`config.mk`:
```
export PLATFORM = sky130hd
export DESIGN_NAME = forex_update_ctrl
export DESIGN_NICKNAME = d
export VERILOG_FILES = /design/src/rtl/forex_update_ctrl.sv
export SDC_FILE = /design/constraint.sdc
export NUM_CORES = 1
export LEC_CHECK = 0
export ABC_AREA = 1
export ABC_CLOCK_PERIOD_IN_PS = 4110
export CAP_MARGIN = 20
export CORE_MARGIN = 2
export CORE_UTILIZATION = 53
export DETAILED_ROUTE_END_ITERATION = 8
export GPL_TIMING_DRIVEN = 0
export PLACE_DENSITY_LB_ADDON = 0.15
export SLEW_MARGIN = 20
export SYNTH_ARGS = -nofsm -noshare
export SYNTH_HDL_FRONTEND = slang
export SYNTH_SLANG_ARGS = --single-unit
```
`constraint.sdc`:
```
create_clock -name clk -period 4.11 [get_ports clk]
set_input_delay 0.6165 -clock clk [delete_from_list [all_inputs] [get_ports clk]]
set_output_delay 0.6165 -clock clk [all_outputs]
set_load 0.05 [all_outputs]
```
`src/rtl/forex_update_ctrl.sv`:
```
// Avalon-MM front end that queues edge updates, drains them to the graph container and tracks runs.
// Optional FOREX_AUTORUN_EN: every accepted WEIGHT push also acts as a run request.
`timescale 1ns/1ps
module forex_update_ctrl #(
   parameter int unsigned PRED_W     = 4,
   parameter int unsigned WEIGHT_W   = 32,
   parameter int unsigned FIFO_DEPTH = 8
) (
   input  logic                clk,
   input  logic                reset,
   input  logic                chipselect,
   input  logic                write,
   input  logic                read,
   input  logic [2:0]          address,
   input  logic [31:0]         writedata,
   output logic [31:0]         readdata,
   output logic                irq,
   output logic                upd_valid,
   output logic [PRED_W-1:0]   upd_src,
   output logic [PRED_W-1:0]   upd_dst,
   output logic [WEIGHT_W-1:0] upd_weight,
   input  logic                upd_ready,
   output logic                cont_start,
   input  logic                cont_done
);
   localparam int unsigned AW = $clog2(FIFO_DEPTH);
   localparam int unsigned CW = AW + 1;
   localparam int unsigned EW = 2*PRED_W + WEIGHT_W;

   typedef enum logic [1:0] {S_IDLE, S_DRAIN, S_START, S_RUN} state_t;

   state_t              state;
   logic [EW-1:0]       mem [FIFO_DEPTH];
   logic [AW-1:0]       wr_ptr, rd_ptr;
   logic [CW-1:0]       count;
   logic [PRED_W-1:0]   src_q, dst_q;
   logic [15:0]         runs;
   logic                done, ovf, pend, irq_en;
   logic [EW-1:0]       head;

   logic wr_en, edge_wr, wgt_wr, ctrl_wr, full, pop, push_ok, push_drop, run_req, clear_req;

   assign wr_en     = chipselect & write;
   assign edge_wr   = wr_en && (address == 3'd0);
   assign wgt_wr    = wr_en && (address == 3'd1);
   assign ctrl_wr   = wr_en && (address == 3'd2);
   assign full      = (count == CW'(FIFO_DEPTH));
   assign pop       = upd_valid & upd_ready;
   // A push into a full FIFO still fits when the head leaves on the same edge.
   assign push_ok   = wgt_wr && (!full || pop);
   assign push_drop = wgt_wr && full && !pop;
   assign clear_req = ctrl_wr & writedata[1];
`ifdef FOREX_AUTORUN_EN
   assign run_req   = (ctrl_wr & writedata[0]) | push_ok;
`else
   assign run_req   = ctrl_wr & writedata[0];
`endif

   assign head       = mem[rd_ptr];
   assign upd_valid  = (state == S_DRAIN) && (count != '0);
   assign upd_src    = upd_valid ? head[EW-1 -: PRED_W] : '0;
   assign upd_dst    = upd_valid ? head[WEIGHT_W +: PRED_W] : '0;
   assign upd_weight = upd_valid ? head[WEIGHT_W-1:0] : '0;
   assign cont_start = (state == S_START);
   assign irq        = done & irq_en;

   // FIFO storage needs no reset; emptiness is tracked by the pointers and count.
   always_ff @(posedge clk) begin
      if (push_ok) mem[wr_ptr] <= {src_q, dst_q, writedata[WEIGHT_W-1:0]};
   end

   always_ff @(posedge clk or negedge reset) begin
      if (!reset) begin
         wr_ptr <= '0;
         rd_ptr <= '0;
         count  <= '0;
      end else begin
         if (push_ok) wr_ptr <= wr_ptr + AW'(1);
         if (pop)     rd_ptr <= rd_ptr + AW'(1);
         case ({push_ok, pop})
            2'b10:   count <= count + CW'(1);
            2'b01:   count <= count - CW'(1);
            default: count <= count;
         endcase
      end
   end

   // Control FSM with staging, sticky flags and run counter.
   always_ff @(posedge clk or negedge reset) begin
      if (!reset) begin
         state  <= S_IDLE;
         src_q  <= '0;
         dst_q  <= '0;
         runs   <= '0;
         done   <= 1'b0;
         ovf    <= 1'b0;
         pend   <= 1'b0;
         irq_en <= 1'b0;
      end else begin
         if (edge_wr) begin
            src_q <= writedata[2*PRED_W-1:PRED_W];
            dst_q <= writedata[PRED_W-1:0];
         end
         if (ctrl_wr)   irq_en <= writedata[2];
         if (clear_req) begin
            done <= 1'b0;
            ovf  <= 1'b0;
         end
         if (push_drop) ovf <= 1'b1;
         if (run_req && state != S_IDLE) pend <= 1'b1;
         case (state)
            S_IDLE: if (run_req || pend) begin
               state <= S_DRAIN;
               pend  <= 1'b0;
            end
            S_DRAIN: if (count == '0) state <= S_START;
            S_START: state <= S_RUN;
            S_RUN: if (cont_done) begin
               done  <= 1'b1;
               runs  <= runs + 16'd1;
               state <= S_IDLE;
            end
            default: state <= S_IDLE;
         endcase
      end
   end

   always_ff @(posedge clk or negedge reset) begin
      if (!reset) begin
         readdata <= '0;
      end else if (chipselect && read) begin
         case (address)
            3'd3:    readdata <= {16'd0, 8'(count), 4'd0, pend, ovf, done, (state != S_IDLE)};
            3'd4:    readdata <= {16'd0, runs};
            default: readdata <= '0;
         endcase
      end
   end
endmodule
```
==> results of run 1 <==
## logic make-up after synthesis
| kind of cell | after synthesis |
|---|---|
| buffers and inverters | 126 |
| xor gates and xnor gates | 20 |
| DFF | 376 |
| muxes | 6 |
| adders and majority gates | 8 |
| AOI/OAI and AO/OA | 310 |
| and+or+nand+nor | 380 |
| other | 1 |
## routing by layer
layer	vias to the layer above	wire, µm	GRT usage
li1	4705	-	-
met1	4762	15200	0.335
met2	356	16700	0.380
met3	80	2270	0.0357
met4	0	1090	0.0936
met5	-	0	0
## registers in the layout, summed over array words and instances, names as in the netlist, 2 cells and up
register	cells
rd_ptr	3
runs	16
count	4
src_q	4
wr_ptr	3
mem	320
readdata	16
state	2
dst_q	4
## report_power, final
group	internal [mW]	total [mW]	switching, mW
Sequential	4.33	4.49	0.159
Combinational	1.24	4.12	2.87
Clock	2.14	3.52	1.38
Total	7.72	12.1	4.41
## worst max path at each step
stage / from / end / cells past startpoint
final: rd_ptr[1]$_DFFE_PN0P_ / upd_weight[2] / 8
after global routing: rd_ptr[1]$_DFFE_PN0P_ / upd_weight[2] / 8
after CTS: rd_ptr[1]$_DFFE_PN0P_ / upd_weight[2] / 8
after detailed placement: chipselect / mem[5][8]$_DFFE_PP_ / 9
after global placement: chipselect / mem[2][6]$_DFFE_PP_ / 6
after floorplan: address[1] / mem[0][0]$_DFFE_PP_ / 6
## cell usage in the layout (no fill, tap or decap), drive strengths merged, types with 47 or more instances in the layout
| master | n |
|---|---|
| buf | 64 |
| clkbuf | 94 |
| clkdlybuf4s50 | 99 |
| dfrtp | 56 |
| edfxtp | 320 |
| nand2 | 90 |
| nor2 | 265 |
| o21ai | 215 |
| o22ai | 47 |
## cell type report
class                           count  share of cell area
Sequential cell                   376               0.595
Multi-Input combinational cell    740               0.200
Timing Repair Buffer              118              0.0759
Clock buffer                       55              0.0605
Tap cell                          384              0.0260
Buffer                             84              0.0241
Clock inverter                     14             0.00926
Inverter                           42             0.00893
## worst max-delay path: cells and delay by family, from the launching register on
| kind | cells | cell delay [ns] |
|---|---|---|
| DFF | 1 | 0.39 |
| buffers and inverters | 4 | 1.50 |
| AOI/OAI and AO/OA | 4 | 0.75 |
==> impl_metrics.env, run 1 <==
export IMPL_unrepaired_setup_endpoints_after_global_routing="false"
export IMPL_synth_seq_area_share=0.724
export IMPL_fillers=2108
export IMPL_fin_setup_tns_ns=0
export IMPL_antenna_found_initial=0
export IMPL_ys_flop_type="sky130_fd_sc_hd__edfxtp_1"
export IMPL_end_kind="output port"
export IMPL_placed_cells=1744
export IMPL_finalWeightedCongestion=0.802
export IMPL_ys_top_cells_by_area="sky130_fd_sc_hd__edfxtp_1, sky130_fd_sc_hd__dfrtp_1, sky130_fd_sc_hd__nor2_1"
export IMPL_run_status="finished, final reports clean"
export IMPL_max_cap_viol_count=0
export IMPL_r2r_cells=10
export IMPL_clock_sink_count=376
export IMPL_timing_critical_path_arrival_ns=3.17
export IMPL_finalSetupViolCount=0
export IMPL_cell_with_the_most_instances_after_synthesis="sky130_fd_sc_hd__edfxtp_1"
export IMPL_synth_top_cells_by_count="sky130_fd_sc_hd__edfxtp_1, sky130_fd_sc_hd__nor2_1, sky130_fd_sc_hd__o21ai_0"
export IMPL_initial_core_util=0.534
export IMPL_boundaryPins=117
export IMPL_worst_setup_hold_path_clk_slew_ns=0.06
export IMPL_vias=9903
export IMPL_drtIter0Drc=941
export IMPL_synth_simple_gate_area_share=0.103
export IMPL_numPortBuffers=100
export IMPL_critical_path_reg2reg_endpoint="mem[5][8]$_DFFE_PP_"
export IMPL_via_per_inst=5.46
export IMPL_critical_path_max_stage_delay_ns=0.85
export IMPL_cell_row_count=62
export IMPL_critPathLaunchType="register"
export IMPL_synth_enable_flop_cells=320
export IMPL_drv_slew=0
export IMPL_worst_slew_pin_slew_ns=0.702
export IMPL_detailed_place_hpwl_um=22900
export IMPL_areal_power_density_over_the_cells_nw_per_um2=656
export IMPL_reg2reg_setup_slack_ns=1.46
export IMPL_path_class="register to output port"
export IMPL_synth_compound_gate_area_share=0.110
export IMPL_clk_path_buf_depth=3
export IMPL_asyncSetResetFlopFracSynth=0.149
export IMPL_final_design_area_no_fill_um2=18500
export IMPL_routedWlPerCell_um=19.5
export IMPL_muxShareOfSynthArea=0.00444
export IMPL_post_synth_top_area_cell="sky130_fd_sc_hd__edfxtp_1"
export IMPL_antenna_violating_nets_post_route=0
export IMPL_area_of_the_multi_input_gates_um2=3710
export IMPL_post_route_insts_no_fill=1813
export IMPL_layout_area_seq_um2=11000
export IMPL_worst_endpoint_required_ns=3.49
export IMPL_total_leakage_power_nw=6.57
export IMPL_final_net_count=1450
export IMPL_synth_top_family_by_area="compound AO/OA/AOI/OAI gates"
export IMPL_cts_tree="done"
export IMPL_synth_top_area_frac=0.632
export IMPL_setup_slack_ns=0.327
export IMPL_crit_path_max_fanout=10
export IMPL_fin_skew_ns=0.0108
export IMPL_clock_latency_ns=0.52
export IMPL_total_power_mw=12.1
export IMPL_period_minus_ws_final_ns=3.78
export IMPL_regToRegStartpoint="state[1]$_DFFE_PN0P_"
export IMPL_post_route_util=0.650
export IMPL_diode_count=0
export IMPL_synthesis_area_per_instance_um2=12.4
export IMPL_horizontal_die_dimension_um=173
export IMPL_ys_seq_elements=376
export IMPL_cts_buf_count=38
export IMPL_grt_start_max_net_pins=36
export IMPL_clk_root_buffer_cell="sky130_fd_sc_hd__clkbuf_16"
export IMPL_first_pass_grt_wire_length_um=55500
export IMPL_max_slew_margin_rel=0.532
export IMPL_ir_drop_mv=0.380
export IMPL_drt_first_pass_iters=5
export IMPL_path_cells="buf_6 > clkinv_4 > clkbuf_1 > o21ai_0 > o22ai_1 > o21ai_1 > a31oi_1 > clkdlybuf4s50_1"
export IMPL_synth_xor_xnor_area_share=0.0115
export IMPL_dieHeight_um=173
export IMPL_layout_cells_sized_above_1=0.112
export IMPL_vias_in_the_first_global_route=9951
export IMPL_post_cts_hold_buffer_count=0
export IMPL_design_die_area_um2=30100
export IMPL_hold_viol=0
export IMPL_netlist_cell_type_count=38
export IMPL_drt_total_wl_um=35300
export IMPL_period_share=0.921
export IMPL_cts_setup_buffers=0
export IMPL_worst_hold_slack_ns=0.000332
export IMPL_timing_critical_path_slowest_stage_cell="sky130_fd_sc_hd__clkdlybuf4s50_1"
export IMPL_yosysWarningCount=0
export IMPL_post_synth_fa_ha_maj_area_fraction=0.00658
export IMPL_grt_ovfl_total=0
export IMPL_syn_cell_area_um2=15200
export IMPL_flow_area_growth_from_synthesis_pct=21.7
export IMPL_post_cts_resize_count=0
export IMPL_ctsHtreeMaxLevel=2
export IMPL_synthCells=1227
export IMPL_placement_setup_worst_slack_ns=0.836
export IMPL_grtUsageTotal=0.238
export IMPL_number_of_design_rule_violations_left_after_detail_routing=0
export IMPL_detailed_place_area_um2=17200
export IMPL_hold_class="primary input to async pin"
export IMPL_core_area_um2=28500
export IMPL_achievable_frequency_mhz=264
Note: power is estimated with default switching activity, not from simulation.
==> run 2: changes to the inputs <==
Settings changed: ABC_CLOCK_PERIOD_IN_PS 4110 to 3200.
Clock period 4.11 ns to 3.2 ns, I/O delays scaled along.
==> run 2 against run 1 <==
Net effect: critical endpoint is now upd_weight[18]; die area unchanged; global-route usage about the same; critical path depth decreased by 1; clock skew about the same; power increased by 26%; first-iteration DRC count decreased by 11%; clock power increased by 26%; non-clock buffer count unchanged; worst hold slack improved by 0.37 ns; register-to-register slack got worse by 0.94 ns; clock-buffer cell count increased by 7.
==> impl_metrics.env, run 2 (synthesis gave the netlist of run 1 again) <==
export IMPL_antenna_violating_nets_post_route=0
export IMPL_layout_top_registers="mem x320, readdata x16, runs x16"
export IMPL_antenna_found_initial=1
export IMPL_clock_sink_count=376
export IMPL_period_minus_ws_final_ns=3.10
export IMPL_detailed_place_hpwl_um=22900
export IMPL_cts_setup_buffers=0
export IMPL_boundaryPins=117
export IMPL_finalSetupViolCount=0
export IMPL_vias=9973
export IMPL_total_power_mw=15.3
export IMPL_power_net_switching_mw=5.62
export IMPL_run_status="finished, final reports clean"
export IMPL_end_kind="output port"
export IMPL_path_class="register to output port"
export IMPL_areal_power_density_over_the_cells_nw_per_um2=836
export IMPL_unrepaired_setup_endpoints_after_global_routing="true"
export IMPL_via_per_inst=5.49
export IMPL_finalWeightedCongestion=0.830
export IMPL_grt_start_max_net_pins=41
export IMPL_largest_register_ffs=320
export IMPL_cts_buf_count=39
export IMPL_post_route_insts_no_fill=1816
export IMPL_detailed_place_area_um2=17200
export IMPL_leading_cell_type_in_the_layout_fill_and_taps_excluded="sky130_fd_sc_hd__edfxtp_1"
export IMPL_most_common_layout_cells="sky130_fd_sc_hd__edfxtp_1, sky130_fd_sc_hd__nor2_1, sky130_fd_sc_hd__o21ai_0"
export IMPL_clock_latency_ns=0.52
export IMPL_clk_root_buffer_cell="sky130_fd_sc_hd__clkbuf_16"
export IMPL_first_pass_grt_wire_length_um=55500
export IMPL_worst_endpoint_required_ns=2.72
export IMPL_dieHeight_um=173
export IMPL_critPathLaunchType="register"
export IMPL_number_of_design_rule_violations_left_after_detail_routing=0
export IMPL_path_cells="buf_6 > clkbuf_1 > o21ai_0 > o22ai_1 > o21ai_1 > a31oi_1 > clkdlybuf4s15_1"
export IMPL_design_die_area_um2=30100
export IMPL_worst_setup_hold_path_clk_slew_ns=0.06
export IMPL_achievable_frequency_mhz=323
export IMPL_routedWlPerCell_um=19.5
export IMPL_share_clk_of_total_power=0.289
export IMPL_vias_in_the_first_global_route=10000
export IMPL_numPortBuffers=100
export IMPL_critical_path_max_stage_delay_ns=0.52
export IMPL_timing_critical_path_slowest_stage_cell="sky130_fd_sc_hd__clkdlybuf4s15_1"
export IMPL_cell_row_count=62
export IMPL_drtIter0Drc=838
export IMPL_horizontal_die_dimension_um=173
export IMPL_grtUsageTotal=0.239
export IMPL_worst_slew_pin_slew_ns=0.757
export IMPL_total_leakage_power_nw=6.60
export IMPL_worst_hold_slack_ns=0.373
export IMPL_max_flop_register="mem"
export IMPL_layout_cells_sized_above_1=0.140
export IMPL_cts_tree="done"
export IMPL_timing_critical_path_arrival_ns=2.62
export IMPL_hold_class="primary input to async pin"
export IMPL_ctsHtreeMaxLevel=2
export IMPL_crit_path_max_fanout=10
export IMPL_initial_core_util=0.534
export IMPL_drt_first_pass_iters=7
export IMPL_final_net_count=1451
export IMPL_flow_area_growth_from_synthesis_pct=20.3
export IMPL_pwr_share_comb=0.334
export IMPL_internal_power_mw=9.68
export IMPL_final_design_area_no_fill_um2=18300
export IMPL_regToRegStartpoint="state[1]$_DFFE_PN0P_"
export IMPL_hold_viol=0
export IMPL_max_cap_viol_count=0
export IMPL_placed_cells=1743
export IMPL_seq_power_share=0.377
export IMPL_fin_skew_ns=0.0107
export IMPL_switching_share=0.367
export IMPL_clk_path_buf_depth=3
export IMPL_grt_ovfl_total=0
export IMPL_drt_total_wl_um=35500
export IMPL_max_slew_margin_rel=0.494
export IMPL_drv_slew=0
export IMPL_ir_drop_mv=0.511
export IMPL_core_area_um2=28500
export IMPL_period_share=0.969
export IMPL_critPathLaunch="rd_ptr[1]$_DFFE_PN0P_"
-- run 2: layout make-up --
class | instances | area [µm²]
Sequential cell | 376 | 11000
Timing Repair Buffer | 118 | 1210
Clock buffer | 62 | 1170
Tap cell | 384 | 480
Inverter | 42 | 165
Multi-Input combinational cell | 740 | 3710
Fill cell | 2191 | 10200
Buffer | 84 | 454
Clock inverter | 9 | 92.6
Antenna cell | 1 | 2.50
-- run 2: repair_timing --
item                       in CTS  in global routing
setup endpoints to repair      41                 35
hold buffers                    1                  0
hold endpoints to repair       16                  0
resized for setup             118                 84
-- run 2: metal layers --
layer	GRT usage	wire, µm
met5	0	0
met2	0.403	17300
met1	0.315	14900
met4	0.0794	887
met3	0.0434	2330
-- run 2: power groups by stage --
stage                     logic (mW)  clock network (mW)  registers, mW
final                           5.11                4.42           5.78
after CTS                       5.20                4.50           5.77
after detailed placement        5.26                   0           5.87
after floorplan                 3.44                   0           5.87
after global routing            5.59                4.69           5.81
after global placement          5.14                   0           5.86
-- run 2: final timing paths --
path | endpoint | slack [ns] | cells after the start
max in group asynchronous | rd_ptr[0]$_DFFE_PN0P_ | 2.32 | 3
hold / removal | readdata[15]$_DFFE_PN0P_ | 0.37 | 2
hold reg to reg | runs[15]$_DFFE_PN0P_ | 0.47 | 1
setup reg to reg | mem[3][13]$_DFFE_PP_ | 0.52 | 10
setup / recovery | upd_weight[18] | 0.10 | 7
min in group clk | runs[15]$_DFFE_PN0P_ | 0.47 | 1
-- run 2: critical path: cells and delay by family (launching register included) --
| family | cells | cell delay (ns) |
|---|---|---|
| flops | 1 | 0.37 |
| compound gates | 4 | 0.64 |
| buf+inv | 3 | 1.08 |
-- run 2: metrics by stage --
| stage | util | setup TNS, ns | worst slack [ns] |
|---|---|---|---|
| after global routing | 0.643 | -0.124 | -0.0774 |
| after detailed placement | 0.603 | 0 | 0.126 |
| after CTS | 0.648 | 0 | 0.0000782 |
| after global placement | 0.589 | -495.33 | -2.16 |
| after floorplan | - | -15.82 | -0.132 |
| final | 0.643 | 0 | 0.100 |
==> run 3: changes to the inputs <==
==> constraint.sdc (replaced) <==
create_clock -name clk -period 3.2 [get_ports clk]
set_input_delay 0.48 -clock clk [delete_from_list [all_inputs] [get_ports clk]]
set_output_delay 0.48 -clock clk [all_outputs]
set_load 0.01 [all_outputs]
==> run 3 against run 2 <==
Net effect: clock power about the same; maximum frequency decreased by 0.52%; non-clock buffer count unchanged; die area unchanged; setup slack got worse by 0.016 ns; largest cell class unchanged; sequential power about the same; sequential share of layout area decreased by 0.82 points; highest routed layer unchanged; first-iteration DRC count increased by 6.3%; core utilization increased by 0.89 points; register-to-register slack improved by 0.02 ns.
==> impl_metrics.env, run 3 (synthesis gave the netlist of run 1 again) <==
export IMPL_core_area_um2=28500
export IMPL_cts_setup_buffers=0
export IMPL_drtIter0Drc=891
export IMPL_horizontal_die_dimension_um=173
export IMPL_final_design_area_no_fill_um2=18600
export IMPL_initial_core_util=0.534
export IMPL_detailed_place_area_um2=17200
export IMPL_path_class="register to output port"
export IMPL_clock_latency_ns=0.52
export IMPL_most_common_layout_cells="sky130_fd_sc_hd__edfxtp_1, sky130_fd_sc_hd__nor2_1, sky130_fd_sc_hd__o21ai_0"
export IMPL_dieHeight_um=173
export IMPL_design_die_area_um2=30100
export IMPL_placement_setup_worst_slack_ns=0.134
export IMPL_max_flop_register="mem"
export IMPL_numPortBuffers=100
export IMPL_finalWeightedCongestion=0.830
export IMPL_clk_root_buffer_cell="sky130_fd_sc_hd__clkbuf_16"
export IMPL_clk_path_buf_depth=3
export IMPL_grt_start_max_net_pins=41
export IMPL_antenna_violating_nets_post_route=0
export IMPL_detailed_place_hpwl_um=22900
export IMPL_layout_cells_sized_above_1=0.125
export IMPL_routedWlPerCell_um=19.6
export IMPL_leading_cell_type_in_the_layout_fill_and_taps_excluded="sky130_fd_sc_hd__edfxtp_1"
export IMPL_max_slew_margin_rel=0.488
export IMPL_worst_hold_slack_ns=0.373
export IMPL_ir_drop_mv=0.507
export IMPL_hold_class="primary input to async pin"
export IMPL_drt_first_pass_iters=5
export IMPL_grt_ovfl_total=0
export IMPL_max_cap_viol_count=0
export IMPL_critPathLaunchType="register"
export IMPL_worst_setup_hold_path_clk_slew_ns=0.06
export IMPL_antenna_found_initial=1
export IMPL_worst_endpoint_required_ns=2.72
export IMPL_end_kind="output port"
export IMPL_final_net_count=1451
export IMPL_number_of_design_rule_violations_left_after_detail_routing=0
export IMPL_worst_slew_pin_slew_ns=0.767
export IMPL_cts_buf_count=39
export IMPL_period_minus_ws_final_ns=3.12
export IMPL_finalSetupViolCount=0
export IMPL_drv_slew=0
export IMPL_timing_critical_path_arrival_ns=2.64
export IMPL_clock_sink_count=376
export IMPL_flow_area_growth_from_synthesis_pct=22.0
export IMPL_largest_register_ffs=320
export IMPL_post_route_util=0.652
export IMPL_fin_skew_ns=0.00986
export IMPL_crit_path_max_fanout=10
export IMPL_first_pass_grt_wire_length_um=55600
export IMPL_cts_tree="done"
export IMPL_period_share=0.974
export IMPL_total_leakage_power_nw=6.91
export IMPL_setup_slack_ns=0.0841
export IMPL_vias=9982
export IMPL_vias_in_the_first_global_route=10000
export IMPL_run_status="finished, final reports clean"
export IMPL_layout_top_registers="mem x320, readdata x16, runs x16"
export IMPL_unrepaired_setup_endpoints_after_global_routing="true"
export IMPL_via_per_inst=5.50
export IMPL_drt_total_wl_um=35600
export IMPL_ctsHtreeMaxLevel=2
export IMPL_areal_power_density_over_the_cells_nw_per_um2=797
export IMPL_cell_row_count=62
export IMPL_boundaryPins=117
export IMPL_hold_viol=0
export IMPL_grtUsageTotal=0.239
export IMPL_achievable_frequency_mhz=321
-- run 3: critical path: stages (launching register included) --
cell and delay [ns]:
sky130_fd_sc_hd__dfrtp_1 0.41, sky130_fd_sc_hd__inv_1 0.13, sky130_fd_sc_hd__ha_2 0.23, sky130_fd_sc_hd__nand2_2 0.10
sky130_fd_sc_hd__clkinv_2 0.13, sky130_fd_sc_hd__buf_4 0.19, sky130_fd_sc_hd__o21ai_0 0.16, sky130_fd_sc_hd__a31oi_1 0.21
sky130_fd_sc_hd__clkdlybuf4s50_1 0.56
-- run 3: worst paths after layout --
check	startpoint	depth (start not counted)	to	slack [ns]
worst max-delay path	state[1]$_DFFE_PN0P_	8	upd_weight[17]	0.08
worst min-delay path	reset	2	readdata[15]$_DFFE_PN0P_	0.37
worst max register to register	state[1]$_DFFE_PN0P_	10	mem[3][13]$_DFFE_PP_	0.54
worst min register to register	runs[15]$_DFFE_PN0P_	1	runs[15]$_DFFE_PN0P_	0.47
max in group asynchronous	reset	3	rd_ptr[0]$_DFFE_PN0P_	2.32
min in group clk	runs[15]$_DFFE_PN0P_	1	runs[15]$_DFFE_PN0P_	0.47
-- run 3: layout make-up --
class,count,area [µm²]
Antenna cell,1,2.50
Buffer,84,490
Clock buffer,62,1170
Clock inverter,9,92.6
Fill cell,2159,9920
Inverter,42,166
Multi-Input combinational cell,740,3730
Sequential cell,376,11000
Tap cell,384,480
Timing Repair Buffer,118,1400
-- run 3: timing repair --
item,4_1_cts,5_1_grt
cloned,0,0
gates resized for setup,27,32
setup endpoints to repair,37,30
hold buffers,1,0
endpoints found under the hold margin,16,0
pin swaps,0,1
-- run 3: where the power goes --
part           internal, mW  switching, mW
logic                  1.63           2.95
registers              5.57          0.208
clock network          2.67           1.75
total                  9.87           4.91
-- run 3: routing by layer --
metal	vias to the layer above	wire length, µm	GRT usage
met4	0	916	0.0819
li1	4717	-	-
met3	61	2260	0.0423
met2	352	17400	0.402
met5	-	0	0
met1	4852	15000	0.317
-- run 3: stage by stage --
stage / total power, mW / TNS, ns / instances
detailed placement: 10.4 / 0 / 1743
finish: 14.8 / 0 / 1816
global route: 15.6 / -0.0901 / 1816
global placement: 10.3 / -495.33 / 1726
CTS: 14.9 / 0 / 1815
floorplan: 8.58 / -15.82 / 1242
==> edit, RTL diff (flow settings as in run 2) <==
Build with the macro `FOREX_AUTORUN_EN` defined.
--- a/src/rtl/forex_update_ctrl.sv
+++ b/src/rtl/forex_update_ctrl.sv
@@ -1,6 +1,8 @@
 // Avalon-MM front end that queues edge updates, drains them to the graph container and tracks runs.
 // Optional FOREX_AUTORUN_EN: every accepted WEIGHT push also acts as a run request.
 `timescale 1ns/1ps
+`define FOREX_AUTORUN_EN
+
 module forex_update_ctrl #(
    parameter int unsigned PRED_W     = 4,
    parameter int unsigned WEIGHT_W   = 32,
Check against the original RTL: not equivalent (a bounded check fails within 4 cycles, from zero or initial values and one cycle with reset low).
==> edit against run 2 <==
Worst hold slack got worse by 64 ps. Final area increased by 2.0%. Critical path depth increased by 1. Sequential cell count unchanged. Largest power group unchanged. Routed wire length increased by 0.56%. Worst setup slack improved by 15 ps. Synthesized area increased by 1.5%. Total power increased by 3.2%.
==> edit: results <==
export IMPL_wl_mm=35.7
export IMPL_netlist_top_cells_count="320 x edfxtp_1, 256 x nor2_1, 138 x o21ai_0"
export IMPL_power_internal_mw=9.83
export IMPL_drt_iter0_markers=1094
export IMPL_dr_pass1_iters=5
export IMPL_grt_start_max_net_pins=53
export IMPL_grt_usage=0.236
export IMPL_power_leakage_nw=6.82
export IMPL_place_gp_congestion=0.794
export IMPL_synth_cell_types=35
export IMPL_start_util=0.538
export IMPL_final_nets=1463
export IMPL_arrival_ps=2600
export IMPL_hpwl_mm=22.7
export IMPL_drive_gt1_frac=0.147
export IMPL_endpoint="upd_weight[8]"
export IMPL_syn_inst=1239
export IMPL_outcome="complete, no violations"
export IMPL_placed_area_sq_mm=0.0174
export IMPL_grt_met2_usage=0.388
export IMPL_combPwrFrac=0.364
export IMPL_ff2ff_path_depth=9
export IMPL_synth_area_leaders="edfxtp_1 62%, dfrtp_1 9.1%, nor2_1 6.2%"
export IMPL_place_inst=1755
export IMPL_seq_area_frac_synth=0.713
export IMPL_wl_per_cell_um=19.5
export IMPL_p_clk_frac=0.270
export IMPL_globalRouteMet3Util=0.0437
-- edit: changes by cell type in the layout (fill, tap and decap cells not counted), sizes merged, moves of 3 or more --
cell           delta
mux2i            +40
nand2            +16
xor2              -3
clkdlybuf4s15    +28
nand3             +3
clkinv            +5
a31oi            -40
clkbuf           -38
-- edit: cells by family after synthesis --
group | Yosys count | share of synthesized area
fa+ha+maj | 8 | 0.00648
buf+inv | 125 | 0.0420
flops | 376 | 0.713
xor+xnor | 17 | 0.00964
mux | 46 | 0.0303
other cells | 1 | 0.000243
compound gates | 266 | 0.0908
simple gates | 400 | 0.107
-- edit: per-layer routing --
metal,wire [um],vias up
met4,849,0
met2,16900,413
met1,15300,4896
met3,2630,61
li1,-,4717
met5,0,-
-- edit: critical path, stage by stage, from the launching register on --
cell             delay [ps]
dfrtp_1                 350
buf_2                   210
buf_4                   230
buf_2                   290
o21ai_0                 140
o22ai_1                 170
nor2_1                   50
nor2_1                  130
clkdlybuf4s15_1         500
-- edit: per-stage QoR --
step	setup WS [ps]	power, mW	hold WS, ps	utilization	TNS, ps
6_report	115	15.8	310	0.650	0
5_1_grt	14.3	16.5	312	0.650	0
4_1_cts	4.31	15.8	307	0.650	0
3_5_place_dp	51.9	11.7	308	0.607	0
3_3_place_gp	-2360	11.5	456	0.592	-533360
2_1_floorplan	-108	9.73	184	-	-12940
-- edit: layout make-up --
type,instances,area (sq um)
Buffer,82,498
Clock buffer,55,1110
Clock inverter,15,95.1
Fill cell,2114,10000
Inverter,43,165
Multi-Input combinational cell,753,3900
Sequential cell,376,11000
Tap cell,384,480
Timing Repair Buffer,118,1400
-- edit: what timing repair did --
item | 4_1_cts | 5_1_grt
hold buffers | 1 | 0
hold endpoints to repair | 4 | 0
buffers inserted | 0 | 0
setup endpoints to repair | 41 | 24
gates resized for setup | 115 | 22
